===== src/rtl/operand_pkg.sv =====
// ---------------------------------------------------------------------------
// operand_pkg
// Shared constants and types for the operand-fetch stage and the ALU.
//   DEF_DATA_W : default register/operand width
//   DEF_ADDR_W : default register address width (2**DEF_ADDR_W entries)
//   DEF_HI_REG : register index that receives the ALU upper result
//   ZERO_REG   : hard-wired zero register index
//   opcode_t   : 4-bit ALU opcode
// ---------------------------------------------------------------------------
package operand_pkg;

  localparam int DEF_DATA_W = 16;
  localparam int DEF_ADDR_W = 4;
  localparam int DEF_HI_REG = 15;
  localparam int ZERO_REG   = 0;
  localparam int OP_W       = 4;

  typedef logic [OP_W-1:0] opcode_t;

endpackage


===== src/rtl/operand_regfile_if.sv =====
// ---------------------------------------------------------------------------
// operand_regfile_if
// Bus between the operand-fetch stage and its neighbours.
//   Read side  : rd_valid, stall, rs_addr, rt_addr, op_in
//   ALU side   : dat1, dat2, op, op_valid (registered operands)
//   Writeback  : wb_en, wb_addr, wb_lower, wb_upper_en, wb_upper, wb_zero
//   Status     : zero_flag
// Modports: master drives requests/writeback, slave is the register file.
// ---------------------------------------------------------------------------
interface operand_regfile_if
  import operand_pkg::*;
#(
  parameter int DATA_W = DEF_DATA_W,
  parameter int ADDR_W = DEF_ADDR_W
);

  logic              rd_valid;
  logic              stall;
  logic [ADDR_W-1:0] rs_addr;
  logic [ADDR_W-1:0] rt_addr;
  opcode_t           op_in;
  logic [DATA_W-1:0] dat1;
  logic [DATA_W-1:0] dat2;
  opcode_t           op;
  logic              op_valid;
  logic              wb_en;
  logic [ADDR_W-1:0] wb_addr;
  logic [DATA_W-1:0] wb_lower;
  logic              wb_upper_en;
  logic [DATA_W-1:0] wb_upper;
  logic              wb_zero;
  logic              zero_flag;

  modport master (
    output rd_valid, stall, rs_addr, rt_addr, op_in,
    output wb_en, wb_addr, wb_lower, wb_upper_en, wb_upper, wb_zero,
    input  dat1, dat2, op, op_valid, zero_flag
  );

  modport slave (
    input  rd_valid, stall, rs_addr, rt_addr, op_in,
    input  wb_en, wb_addr, wb_lower, wb_upper_en, wb_upper, wb_zero,
    output dat1, dat2, op, op_valid, zero_flag
  );

endinterface


===== src/rtl/operand_regfile_core.sv =====
// ---------------------------------------------------------------------------
// regfile_core
// Register storage with write priority and combinational read muxes.
//   clk, rst_n            : clock, async active-low reset
//   wb_en/wb_addr/wb_lower: lower-result write
//   wb_upper_en/wb_upper  : upper-result write into HI_REG (wins on conflict)
//   wb_zero, zero_flag    : sticky zero status, loaded whenever wb_en=1
//   rs_addr/rd1, rt_addr/rd2 : read ports; register 0 always reads zero
// ---------------------------------------------------------------------------
module regfile_core
  import operand_pkg::*;
#(
  parameter int DATA_W = DEF_DATA_W,
  parameter int ADDR_W = DEF_ADDR_W,
  parameter int HI_REG = DEF_HI_REG
) (
  input  logic              clk,
  input  logic              rst_n,
  input  logic              wb_en,
  input  logic [ADDR_W-1:0] wb_addr,
  input  logic [DATA_W-1:0] wb_lower,
  input  logic              wb_upper_en,
  input  logic [DATA_W-1:0] wb_upper,
  input  logic              wb_zero,
  input  logic [ADDR_W-1:0] rs_addr,
  input  logic [ADDR_W-1:0] rt_addr,
  output logic [DATA_W-1:0] rd1,
  output logic [DATA_W-1:0] rd2,
  output logic              zero_flag
);

  localparam int                NREG      = 2 ** ADDR_W;
  localparam logic [ADDR_W-1:0] HI_ADDR   = ADDR_W'(HI_REG);
  localparam logic [ADDR_W-1:0] ZERO_ADDR = ADDR_W'(ZERO_REG);

  logic [DATA_W-1:0] mem_r [NREG];
  logic              zero_flag_r;
  logic              lo_we_s;
  logic              hi_we_s;
  logic [DATA_W-1:0] rd1_s;
  logic [DATA_W-1:0] rd2_s;

  // Write enables: R0 writes are dropped, and the upper result owns HI_REG.
  always_comb begin
    lo_we_s = 1'b0;
    hi_we_s = wb_upper_en;
    if (wb_en && (wb_addr != ZERO_ADDR) && !(wb_upper_en && (wb_addr == HI_ADDR))) begin
      lo_we_s = 1'b1;
    end else begin
      lo_we_s = 1'b0;
    end
  end

  // Storage array and sticky zero flag.
  always_ff @(posedge clk or negedge rst_n) begin
    if (!rst_n) begin
      for (int i = 0; i < NREG; i++) begin
        mem_r[i] <= {DATA_W{1'b0}};
      end
      zero_flag_r <= 1'b0;
    end else begin
      if (lo_we_s) begin
        mem_r[wb_addr] <= wb_lower;
      end
      if (hi_we_s) begin
        mem_r[HI_ADDR] <= wb_upper;
      end
      // zero status follows wb_en even when the data write itself is dropped
      if (wb_en) begin
        zero_flag_r <= wb_zero;
      end
    end
  end

  // Read muxes with the hard-wired zero register.
  always_comb begin
    rd1_s = {DATA_W{1'b0}};
    rd2_s = {DATA_W{1'b0}};
    if (rs_addr != ZERO_ADDR) begin
      rd1_s = mem_r[rs_addr];
    end else begin
      rd1_s = {DATA_W{1'b0}};
    end
    if (rt_addr != ZERO_ADDR) begin
      rd2_s = mem_r[rt_addr];
    end else begin
      rd2_s = {DATA_W{1'b0}};
    end
  end

  assign rd1       = rd1_s;
  assign rd2       = rd2_s;
  assign zero_flag = zero_flag_r;

endmodule


===== src/rtl/operand_regfile.sv =====
// ---------------------------------------------------------------------------
// operand_regfile
// Operand-fetch stage feeding the ALU: register file plus a stallable
// operand pipeline register (1-cycle read latency).
//   clk   : system clock, rising edge
//   rst_n : asynchronous active-low reset
//   bus   : operand_regfile_if.slave (read request, operands, writeback,
//           zero_flag)
// Optional feature macro OPERAND_BYPASS_EN: when defined, a read of a
// register written on the same edge captures the incoming write value
// (write-first); otherwise the pre-write contents are captured (read-first).
// ---------------------------------------------------------------------------
module operand_regfile
  import operand_pkg::*;
#(
  parameter int DATA_W = DEF_DATA_W,
  parameter int ADDR_W = DEF_ADDR_W,
  parameter int HI_REG = DEF_HI_REG
) (
  input  logic                clk,
  input  logic                rst_n,
  operand_regfile_if.slave    bus
);

  logic [DATA_W-1:0] rd1_s;
  logic [DATA_W-1:0] rd2_s;
  logic [DATA_W-1:0] opnd1_s;
  logic [DATA_W-1:0] opnd2_s;
  logic [DATA_W-1:0] dat1_r;
  logic [DATA_W-1:0] dat2_r;
  opcode_t           op_r;
  logic              op_valid_r;
  logic              zero_flag_s;

  regfile_core #(
    .DATA_W (DATA_W),
    .ADDR_W (ADDR_W),
    .HI_REG (HI_REG)
  ) u_core (
    .clk         (clk),
    .rst_n       (rst_n),
    .wb_en       (bus.wb_en),
    .wb_addr     (bus.wb_addr),
    .wb_lower    (bus.wb_lower),
    .wb_upper_en (bus.wb_upper_en),
    .wb_upper    (bus.wb_upper),
    .wb_zero     (bus.wb_zero),
    .rs_addr     (bus.rs_addr),
    .rt_addr     (bus.rt_addr),
    .rd1         (rd1_s),
    .rd2         (rd2_s),
    .zero_flag   (zero_flag_s)
  );

`ifdef OPERAND_BYPASS_EN
  localparam logic [ADDR_W-1:0] HI_ADDR   = ADDR_W'(HI_REG);
  localparam logic [ADDR_W-1:0] ZERO_ADDR = ADDR_W'(ZERO_REG);

  logic lo_we_s;

  // Forwarding: upper write to HI_REG has priority over a lower write there.
  always_comb begin
    lo_we_s = 1'b0;
    opnd1_s = rd1_s;
    opnd2_s = rd2_s;
    if (bus.wb_en && (bus.wb_addr != ZERO_ADDR) &&
        !(bus.wb_upper_en && (bus.wb_addr == HI_ADDR))) begin
      lo_we_s = 1'b1;
    end else begin
      lo_we_s = 1'b0;
    end
    if (bus.wb_upper_en && (bus.rs_addr == HI_ADDR)) begin
      opnd1_s = bus.wb_upper;
    end else if (lo_we_s && (bus.rs_addr == bus.wb_addr)) begin
      opnd1_s = bus.wb_lower;
    end else begin
      opnd1_s = rd1_s;
    end
    if (bus.wb_upper_en && (bus.rt_addr == HI_ADDR)) begin
      opnd2_s = bus.wb_upper;
    end else if (lo_we_s && (bus.rt_addr == bus.wb_addr)) begin
      opnd2_s = bus.wb_lower;
    end else begin
      opnd2_s = rd2_s;
    end
  end
`else
  // Read-first: operands are the stored contents before this edge's writes.
  always_comb begin
    opnd1_s = rd1_s;
    opnd2_s = rd2_s;
  end
`endif

  // Operand pipeline register; stall freezes every operand output.
  always_ff @(posedge clk or negedge rst_n) begin
    if (!rst_n) begin
      dat1_r     <= {DATA_W{1'b0}};
      dat2_r     <= {DATA_W{1'b0}};
      op_r       <= {OP_W{1'b0}};
      op_valid_r <= 1'b0;
    end else if (!bus.stall) begin
      dat1_r     <= opnd1_s;
      dat2_r     <= opnd2_s;
      op_r       <= bus.op_in;
      op_valid_r <= bus.rd_valid;
    end
  end

  assign bus.dat1      = dat1_r;
  assign bus.dat2      = dat2_r;
  assign bus.op        = op_r;
  assign bus.op_valid  = op_valid_r;
  assign bus.zero_flag = zero_flag_s;

endmodule


===== src/flat_wrapper.sv =====
// flat-port wrapper written by rule: the top's interface ports become plain ports
module operand_regfile_flat import operand_pkg::*;
#(
  parameter int DATA_W = DEF_DATA_W,
  parameter int ADDR_W = DEF_ADDR_W,
  parameter int HI_REG = DEF_HI_REG
)
  (clk, rst_n, bus_rd_valid, bus_stall, bus_rs_addr, bus_rt_addr, bus_op_in, bus_wb_en, bus_wb_addr, bus_wb_lower, bus_wb_upper_en, bus_wb_upper, bus_wb_zero, bus_dat1, bus_dat2, bus_op, bus_op_valid, bus_zero_flag);
  operand_regfile_if #(.DATA_W(DATA_W), .ADDR_W(ADDR_W)) bus_i ();
  input  logic clk;
  input  logic rst_n;
  input wire logic [$bits(bus_i.rd_valid)-1:0] bus_rd_valid;
  input wire logic [$bits(bus_i.stall)-1:0] bus_stall;
  input wire logic [$bits(bus_i.rs_addr)-1:0] bus_rs_addr;
  input wire logic [$bits(bus_i.rt_addr)-1:0] bus_rt_addr;
  input wire logic [$bits(bus_i.op_in)-1:0] bus_op_in;
  input wire logic [$bits(bus_i.wb_en)-1:0] bus_wb_en;
  input wire logic [$bits(bus_i.wb_addr)-1:0] bus_wb_addr;
  input wire logic [$bits(bus_i.wb_lower)-1:0] bus_wb_lower;
  input wire logic [$bits(bus_i.wb_upper_en)-1:0] bus_wb_upper_en;
  input wire logic [$bits(bus_i.wb_upper)-1:0] bus_wb_upper;
  input wire logic [$bits(bus_i.wb_zero)-1:0] bus_wb_zero;
  output wire logic [$bits(bus_i.dat1)-1:0] bus_dat1;
  output wire logic [$bits(bus_i.dat2)-1:0] bus_dat2;
  output wire logic [$bits(bus_i.op)-1:0] bus_op;
  output wire logic [$bits(bus_i.op_valid)-1:0] bus_op_valid;
  output wire logic [$bits(bus_i.zero_flag)-1:0] bus_zero_flag;
  assign bus_i.rd_valid = bus_rd_valid;
  assign bus_i.stall = bus_stall;
  assign bus_i.rs_addr = bus_rs_addr;
  assign bus_i.rt_addr = bus_rt_addr;
  assign bus_i.op_in = bus_op_in;
  assign bus_i.wb_en = bus_wb_en;
  assign bus_i.wb_addr = bus_wb_addr;
  assign bus_i.wb_lower = bus_wb_lower;
  assign bus_i.wb_upper_en = bus_wb_upper_en;
  assign bus_i.wb_upper = bus_wb_upper;
  assign bus_i.wb_zero = bus_wb_zero;
  assign bus_dat1 = bus_i.dat1;
  assign bus_dat2 = bus_i.dat2;
  assign bus_op = bus_i.op;
  assign bus_op_valid = bus_i.op_valid;
  assign bus_zero_flag = bus_i.zero_flag;
  operand_regfile #(.DATA_W(DATA_W), .ADDR_W(ADDR_W), .HI_REG(HI_REG)) u_core (.clk(clk), .rst_n(rst_n), .bus(bus_i));
endmodule

===== config.mk =====
export PLATFORM = sky130hd
export DESIGN_NAME = operand_regfile_flat
export DESIGN_NICKNAME = d
export VERILOG_FILES = /design/src/rtl/operand_pkg.sv /design/src/rtl/operand_regfile_if.sv /design/src/rtl/operand_regfile_core.sv /design/src/rtl/operand_regfile.sv /design/src/flat_wrapper.sv
export SDC_FILE = /design/constraint.sdc
export NUM_CORES = 1
export LEC_CHECK = 0
export CAP_MARGIN = 0
export CORE_AREA = 2 2 183 185
export CTS_CLUSTER_DIAMETER = 50
export DETAILED_ROUTE_END_ITERATION = 8
export DIE_AREA = 0 0 185 187
export PLACE_DENSITY = 0.7
export SYNTH_ARGS = -nofsm -noshare
export SYNTH_HDL_FRONTEND = slang
export SYNTH_SLANG_ARGS = --single-unit

===== constraint.sdc =====
create_clock -name clk -period 2.24 [get_ports clk]
set_clock_uncertainty 0.15 [all_clocks]
set_input_delay 0.448 -clock clk [delete_from_list [all_inputs] [get_ports clk]]
set_output_delay 0.448 -clock clk [all_outputs]
set_load 0.1 [all_outputs]

==> results of run 1 <==
==> cell usage after synthesis (2+ instances only) <==
cell	n
nand2_1	17
mux2_2	262
o21ai_0	16
clkbuf_1	62
or3_1	3
nor3_1	6
nand2b_1	5
nand3b_1	3
a22oi_1	60
buf_6	4
buf_2	44
and2_1	2
mux2i_1	138
nor2_1	10
and4b_1	30
nor3b_1	3
dfrtp_1	293
nor2b_1	4
mux4_2	66
a221o_1	32
==> repair_timing <==
action,4_1_cts,5_1_grt
gates resized for setup,0,0
hold endpoints to repair,46,0
hold buffers,1,0
setup endpoints to repair,0,0
==> final cells by class <==
cell class	count	area, um^2
multi-input cells	664	7290
clock inverters	8	118
clock buffers	54	1050
fillers	2725	14500
flip-flops and latches	293	7330
repair buffers	174	1970
well taps	448	561
==> power by group <==
group / internal [W] / switching [W]
registers: 0.00639 / 0.000856
clock network: 0.00357 / 0.00215
logic: 0.00210 / 0.00231
total: 0.0121 / 0.00532
==> stage by stage <==
stage / instance area (um^2) / instances / total power (W) / hold slack, ns / TNS, ns
finish: 18300 / 1641 / 0.0174 / 0.244 / 0
global route: 18300 / 1641 / 0.0181 / 0.259 / 0
CTS: 18300 / 1641 / 0.0175 / 0.247 / 0
detailed placement: 17100 / 1578 / 0.0117 / 0.234 / -9.60
global placement: 17100 / 1578 / 0.0116 / 0.227 / -6.87
floorplan: 15100 / 1067 / 0.0102 / 0.00241 / 0
==> cell families after synthesis <==
logic type             Yosys count  synth area share, %
AO/OA/AOI/OAI                  110                 5.74
buffers and inverters          110                 3.29
flip-flops                     293                 48.5
multiplexers                   466                 38.5
AND/OR/NAND/NOR                 88                 3.96
==> sequential cells by signal (all words and copies together), names as in the netlist <==
name                     flops
u_core.bus.dat2             16
u_core.bus.op                4
u_core.u_core.mem_r        255
u_core.bus.dat1             16
u_core.bus.op_valid          1
u_core.u_core.zero_flag      1
==> per-layer routing <==
layer	global-route usage, %	vias to the layer above	wire, um
li1	-	4300	-
met1	30.7	5173	16400
met2	40.3	301	20400
met3	3.43	82	1870
met4	8.58	0	1490
met5	0	-	0
==> worst max-delay path by stage <==
stage,end,cells past startpoint
final,bus_dat2[5],1
after global routing,u_core.u_core.mem_r[5]$_DFFE_PN0P_,7
after global placement,u_core.bus.dat1[14]$_DFFE_PN0N_,6
after detailed placement,u_core.bus.dat2[14]$_DFFE_PN0N_,6
after floorplan,u_core.bus.dat1[1]$_DFFE_PN0N_,5
after CTS,bus_dat2[5],1
==> layout by cell type (no fill, tap or decap), drive strengths merged, types with 5 or more instances in the layout <==
cell           netlist  layout
a221o               32      32
a22oi               60      60
and4b               30      30
buf                 48     125
clkbuf              62      54
clkdlybuf4s50        0      48
dfrtp              293     293
mux2               262     262
mux2i              138     138
mux4                66      66
nand2               17      17
nand2b               5       5
nor2                11      11
nor3                 6       6
o21ai               16      16
==> flow_summary.json, run 1 <==
{
  "status": "completed",
  "leakage_nw": 8.01,
  "cellPowerDensity_nw_per_um2": 948,
  "yosys_register_bits": 293,
  "drt-initial-drc-count": 861,
  "min_to": "u_core.u_core.mem_r[251]$_DFFE_PN0P_",
  "cts_buffers": 35,
  "netlist_area_um2": 15100,
  "drcViolationCount": 0,
  "place_congestion": 0.931,
  "ant_nets": 0,
  "wl_per_cell_um": 24.5,
  "crit_path_max_fanout": 2,
  "regToRegSetupSlack_ns": 0.46,
  "crit_start": "u_core.bus.dat2[5]$_DFFE_PN0N_",
  "dp.final_hpwl_um": 28400,
  "hold_viol": 0,
  "ys.flop_type": "dfrtp_1",
  "worstMarginPinSlew_ns": 0.627,
  "avgSynthCellArea_um2": 14.2,
  "clk_latency_ns": 0.50,
  "crit_slowest_cell": "dfrtp_1",
  "syn_to_final_growth_pct": 21.2,
  "required_ns": 1.64,
  "r2r_end": "u_core.bus.dat2[5]$_DFFE_PN0N_",
  "finalSetupViolations": 0,
  "initial_utilization_pct": 46.0,
  "synth_top_area_share_pct": 48.5,
  "numPortBuffers": 92,
  "synthTopCellsByArea": "dfrtp_1 49%, mux2_2 20%, mux4_2 9.8%",
  "synth.distinct_cells": 27,
  "timing.rr.start": "u_core.u_core.mem_r[149]$_DFFE_PN0P_",
  "core_area_um2": 32900,
  "start_kind": "flop",
  "cp.arrival_ns": 1.28,
  "die_h_um": 187,
  "synth_edf_count": 0,
  "postSynthCellCount": 1067,
  "antenna_found_initial": 0,
  "critical_path_class": "reg -> out",
  "rows": 67,
  "postSynth.asyncResetShare_pct": 100,
  "fin_crit_sh_pct": 84.0,
  "max_clock_freq_ghz": 0.531,
  "htreeDepth": 2,
  "final_nets": 1223,
  "cts_tree": "built",
  "grt_start_max_net_pins": 55,
  "utilization_pct": 55.7,
  "worst_slack_ns": 0.358,
  "firstDrtPassIters": 5,
  "crit_chain": "buf_4",
  "yosysWarnings": 0,
  "synth.yosys.seq_area_share_pct": 48.5,
  "slowest_delay_ns": 0.45,
  "cts.sinks": 293,
  "grt_util_all_layers_pct": 23.7,
  "grt-ovfl-total": 0,
  "grt_setup_unrepaired": "no",
  "maxCapViolations": 0,
  "period_minus_slack_ns": 1.88,
  "reg2reg_depth": 3,
  "cts_max_path_buffers": 3,
  "min_path_type": "reg -> reg",
  "relSlewSlack_pct": 58.1,
  "wl_um": 40200,
  "clk_pin_slew_ns": 0.06,
  "die_area_um2": 34600,
  "slew_violations": 0,
  "cts_setup_buffers": 0,
  "worst_ir_drop_vdd_mv": 0.724,
  "grt_pass1_vias": 10358,
  "grt_pass1_wl_um": 62100,
  "critPathCaptureType": "output port",
  "die_w_um": 185,
  "worst-path-buf-inv": 1,
  "crit_family": "flip-flops",
  "ios": 93,
  "post_route_cells_drive_above_1_share_pct": 42.5,
  "root_buffer": "clkbuf_16",
  "dp_slack_ns": -0.143,
  "synth_fp_nets": 1122,
  "whs_path_depth": 0,
  "diodes": 0,
  "vias": 9856,
  "yosysTopAreaCell": "dfrtp_1",
  "hold_start": "u_core.u_core.mem_r[251]$_DFFE_PN0P_",
  "vias_per_cell": 6.01
}
(Power assumes the default switching activity.)
==> run 2, diff against run 1 <==
==> constraint.sdc (replaced) <==
create_clock -name clk -period 1.87 [get_ports clk]
set_clock_uncertainty 0.15 [all_clocks]
set_input_delay 0.374 -clock clk [delete_from_list [all_inputs] [get_ports clk]]
set_output_delay 0.374 -clock clk [all_outputs]
set_load 0.1 [all_outputs]
==> flow_summary.json, run 2 (synthesized netlist as in run 1, its figures left out) <==
{
  "core_area_um2": 32900,
  "layout_commonest_cell": "dfrtp_1",
  "period_minus_slack_ns": 1.82,
  "utilization_pct": 58.7,
  "crit_path_max_fanout": 16,
  "drt-initial-drc-count": 641,
  "vias": 10018,
  "grt_util_all_layers_pct": 24.0,
  "regToRegSetupSlack_ns": 0.10,
  "required_ns": 2.11,
  "finalSetupViolations": 0,
  "root_buffer": "clkbuf_16",
  "grt_setup_unrepaired": "no",
  "min_to": "u_core.bus.dat1[5]$_DFFE_PN0N_",
  "syn_to_final_growth_pct": 27.6,
  "dp.cells": 1605,
  "worst_slack_ns": 0.0485,
  "ios": 93,
  "dp_slack_ns": -0.566,
  "slew_violations": 0,
  "reg2reg_depth": 3,
  "status": "completed",
  "grt_pass1_vias": 10825,
  "die_w_um": 185,
  "grt_pass1_wl_um": 62600,
  "grt_start_max_net_pins": 47,
  "top_register": "u_core.u_core.mem_r",
  "fin_crit_sh_pct": 97.4,
  "fill_cells": 2578,
  "hold_viol": 0,
  "htreeDepth": 2,
  "wl_um": 40700,
  "grt-ovfl-total": 0,
  "min_path_type": "in -> reg",
  "die_h_um": 187,
  "place_congestion": 0.855,
  "wl_per_cell_um": 24.3,
  "start_kind": "input pin",
  "timing.rr.start": "u_core.u_core.mem_r[156]$_DFFE_PN0P_",
  "antenna_found_initial": 0,
  "firstDrtPassIters": 5,
  "cts.sinks": 293,
  "numPortBuffers": 92,
  "cp.arrival_ns": 2.06,
  "clk_latency_ns": 0.52,
  "r2r_end": "u_core.bus.dat2[12]$_DFFE_PN0N_",
  "vias_per_cell": 6.00,
  "cellPowerDensity_nw_per_um2": 1140,
  "dp.final_hpwl_um": 28400,
  "rows": 67,
  "hold_start": "bus_stall",
  "relSlewSlack_pct": 50.6,
  "diodes": 0,
  "fin_cells": 1670,
  "drcViolationCount": 0,
  "post_route_cells_drive_above_1_share_pct": 44.7,
  "initial_utilization_pct": 46.0,
  "whs_path_depth": 2,
  "critPathCaptureType": "flop",
  "clk_pin_slew_ns": 0.06,
  "worst_ir_drop_vdd_mv": 1.04,
  "max_clock_freq_ghz": 0.549,
  "maxCapViolations": 0,
  "die_area_um2": 34600,
  "final_nets": 1251,
  "leakage_nw": 8.46,
  "worstMarginPinSlew_ns": 0.738,
  "cts_buffers": 36,
  "final_cell_mix": "293 x dfrtp_1, 242 x mux2_2, 138 x mux2i_1",
  "largest_register_ffs": 255,
  "ant_nets": 0,
  "critical_path_class": "in -> reg",
  "cts_max_path_buffers": 3,
  "cts_tree": "built"
}
run 2: cell types whose count changed in the layout (fill, tap and decap cells not counted), moves of 3 or more:
| cell | before | now |
|---|---|---|
| buf_12 | 43 | 86 |
| mux2_2 | 262 | 242 |
| mux2_4 | 0 | 20 |
| buf_4 | 78 | 62 |
| clkbuf_1 | 11 | 3 |
| bufinv_16 | 3 | 6 |
| clkinv_4 | 0 | 3 |
run 2: timing repair:
item	4_1_cts	5_1_grt
hold buffers	1	0
hold endpoints to repair	167	0
setup endpoints to repair	7	3
setup buffers	0	0
gates cloned	0	0
gates resized for setup	2	1
run 2: worst max-delay path: stages:
cell,delay [ns]
clkdlybuf4s50_1,0.57
nor3b_1,0.21
buf_4,0.15
and3_1,0.21
buf_12,0.18
mux2_2,0.36
run 2: how the worst max path moves through the flow:
stage	startpoint	to	slack (ns)
3_3_place_gp	bus_rs_addr[0]	u_core.bus.dat1[11]$_DFFE_PN0N_	-0.50
3_5_place_dp	bus_rs_addr[0]	u_core.bus.dat1[15]$_DFFE_PN0N_	-0.57
4_1_cts	bus_wb_en	u_core.u_core.mem_r[56]$_DFFE_PN0P_	0.08
2_1_floorplan	bus_rs_addr[1]	u_core.bus.dat1[1]$_DFFE_PN0N_	-0.05
5_1_grt	bus_wb_en	u_core.u_core.mem_r[56]$_DFFE_PN0P_	0.009
6_report	bus_wb_en	u_core.u_core.mem_r[56]$_DFFE_PN0P_	0.05
run 2: per-stage QoR:
| stage | cell area [um^2] | setup TNS (ns) | power, W | hold slack, ns |
|---|---|---|---|---|
| detailed placement | 18000 | -95.03 | 0.0146 | 0.138 |
| floorplan | 15300 | -1.04 | 0.0123 | -0.0716 |
| CTS | 19300 | 0 | 0.0222 | 0.144 |
| global placement | 18000 | -86.02 | 0.0144 | 0.138 |
| global route | 19300 | 0 | 0.0229 | 0.170 |
| finish | 19300 | 0 | 0.0220 | 0.162 |
run 2: where the power goes:
part | internal (W) | total (W) | switching (W)
clock network | 0.00471 | 0.00754 | 0.00282
logic | 0.00300 | 0.00572 | 0.00272
registers | 0.00766 | 0.00878 | 0.00112
run 2: area by class of cell:
cell class	instances	area, um^2	share of cell area (%)
clock buffer	46	1020	5.29
clock inverter	18	268	1.39
multi-input combinational	664	7390	38.3
sequential	293	7330	38.0
tap	448	561	2.91
timing repair buffer	201	2710	14.0
run 2: metal layers:
layer	vias to the layer above	wire (um)	track usage, %
met2	343	20600	40.9
met5	-	0	0
li1	4366	-	-
met4	0	1640	10.1
met1	5214	16400	30.4
met3	95	1980	3.89
==> run 3, diff against run 2 <==
--- a/config.mk
+++ b/config.mk
@@ -10,7 +10,7 @@
 export CTS_CLUSTER_DIAMETER = 50
 export DETAILED_ROUTE_END_ITERATION = 8
 export DIE_AREA = 0 0 185 187
-export PLACE_DENSITY = 0.7
+export PLACE_DENSITY_LB_ADDON = 0.25
 export SYNTH_ARGS = -nofsm -noshare
 export SYNTH_HDL_FRONTEND = slang
 export SYNTH_SLANG_ARGS = --single-unit
==> flow_summary.json, run 3 (synthesized netlist as in run 1, its figures left out) <==
{
  "slew_violations": 0,
  "crit_slowest_cell": "clkdlybuf4s50_1",
  "place_congestion": 0.807,
  "drcViolationCount": 0,
  "wl_um": 39900,
  "clk_pin_slew_ns": 0.05,
  "die_h_um": 187,
  "htreeDepth": 2,
  "root_buffer": "clkbuf_16",
  "min_path_type": "in -> async",
  "slowest_delay_ns": 0.50,
  "ios": 93,
  "initial_utilization_pct": 46.0,
  "grt-ovfl-total": 0,
  "largest_register_ffs": 255,
  "post_route_cells_drive_above_1_share_pct": 43.4,
  "utilization_pct": 58.0,
  "status": "completed",
  "cp.arrival_ns": 2.02,
  "core_area_um2": 32900,
  "worst_ir_drop_vdd_mv": 0.525,
  "totalPowerFinal_w": 0.0215,
  "cts_buffers": 36,
  "grt_start_max_net_pins": 47,
  "cellPowerDensity_nw_per_um2": 1130,
  "finalSetupViolations": 0,
  "cts.sinks": 293,
  "worst_slack_ns": 0.0892,
  "dp_slack_ns": -0.780,
  "reg2reg_depth": 3,
  "diodes": 0,
  "grt_util_all_layers_pct": 23.7,
  "final_nets": 1232,
  "vias_per_cell": 6.06,
  "ant_nets": 0,
  "die_w_um": 185,
  "antenna_found_initial": 0,
  "firstDrtPassIters": 5,
  "hold_viol": 0,
  "critical_path_class": "in -> reg",
  "syn_to_final_growth_pct": 26.0,
  "grt_pass1_vias": 10788,
  "max_clock_freq_ghz": 0.562,
  "vias": 9981,
  "rows": 67,
  "top_register": "u_core.u_core.mem_r",
  "required_ns": 2.11,
  "dp.final_hpwl_um": 27200,
  "relSlewSlack_pct": 45.6,
  "holdWs_ns": 0.226,
  "wl_per_cell_um": 24.2,
  "crit_chain": "clkdlybuf4s50_1 -> buf_12 -> mux4_2 -> mux2i_1 -> nor3b_1 -> a221o_1",
  "critPathCaptureType": "flop",
  "cts_tree": "built",
  "grt_setup_unrepaired": "no",
  "layout_commonest_cell": "dfrtp_1",
  "clk_latency_ns": 0.51,
  "drt-initial-drc-count": 590,
  "cts_max_path_buffers": 3,
  "die_area_um2": 34600,
  "leakage_nw": 8.32,
  "fin_crit_sh_pct": 95.2,
  "numPortBuffers": 92,
  "grt_pass1_wl_um": 62300,
  "start_kind": "input pin",
  "setup_tns_ns": 0,
  "final_cell_mix": "293 x dfrtp_1, 242 x mux2_2, 138 x mux2i_1",
  "period_minus_slack_ns": 1.78,
  "crit_path_max_fanout": 10,
  "maxCapViolations": 0,
  "worstMarginPinSlew_ns": 0.813
}
-- run 3: final timing paths --
| kind | from | end | slack (ns) |
|---|---|---|---|
| hold reg to reg | u_core.u_core.mem_r[252]$_DFFE_PN0P_ | u_core.u_core.mem_r[252]$_DFFE_PN0P_ | 0.24 |
| min in group clk | u_core.u_core.mem_r[252]$_DFFE_PN0P_ | u_core.u_core.mem_r[252]$_DFFE_PN0P_ | 0.24 |
| max in group asynchronous | rst_n | u_core.u_core.mem_r[37]$_DFFE_PN0P_ | 0.72 |
| setup / recovery | bus_rs_addr[0] | u_core.bus.dat1[14]$_DFFE_PN0N_ | 0.09 |
| setup reg to reg | u_core.u_core.mem_r[159]$_DFFE_PN0P_ | u_core.bus.dat1[15]$_DFFE_PN0N_ | 0.09 |
| hold / removal | rst_n | u_core.u_core.mem_r[111]$_DFFE_PN0P_ | 0.23 |
-- run 3: worst max-delay path, delay by kind of cell --
kind | cells | cell delay [ns]
AO/OA/AOI/OAI | 1 | 0.27
multiplexers | 2 | 0.64
AND/OR/NAND/NOR | 1 | 0.07
buffers and inverters | 2 | 0.65
-- run 3: area by class of cell --
class | instances | area (um^2)
fillers | 2683 | 13800
flip-flops and latches | 293 | 7330
clock inverters | 15 | 234
well taps | 448 | 561
multi-input cells | 664 | 7390
clock buffers | 46 | 990
repair buffers | 182 | 2540
-- run 3: report_power, final --
part	switching (W)	internal (W)
clock	0.00263	0.00456
combinational	0.00262	0.00296
sequential	0.00109	0.00766
-- run 3: repair_timing --
item	CTS	global route
hold endpoints to repair	140	0
setup endpoints to repair	19	6
pin swaps	0	0
gates resized for setup	2	1
setup buffers	0	0
hold buffers	1	0
-- run 3: routing by layer --
| metal | global-route usage, % | share of wire [%] | wire, um | up-vias |
|---|---|---|---|---|
| met5 | 0 | 0 | 0 | - |
| met4 | 7.30 | 2.8 | 1120 | 0 |
| met3 | 4.01 | 4.5 | 1770 | 79 |
| met2 | 39.0 | 50 | 19800 | 262 |
| met1 | 32.2 | 43 | 17200 | 5317 |
| li1 | - | - | - | 4323 |
-- run 3: stage by stage --
stage          instances  area [um^2]
6_report            1648        19000
4_1_cts             1648        19000
3_5_place_dp        1586        17800
2_1_floorplan       1067        15300
5_1_grt             1648        19000
3_3_place_gp        1586        17800
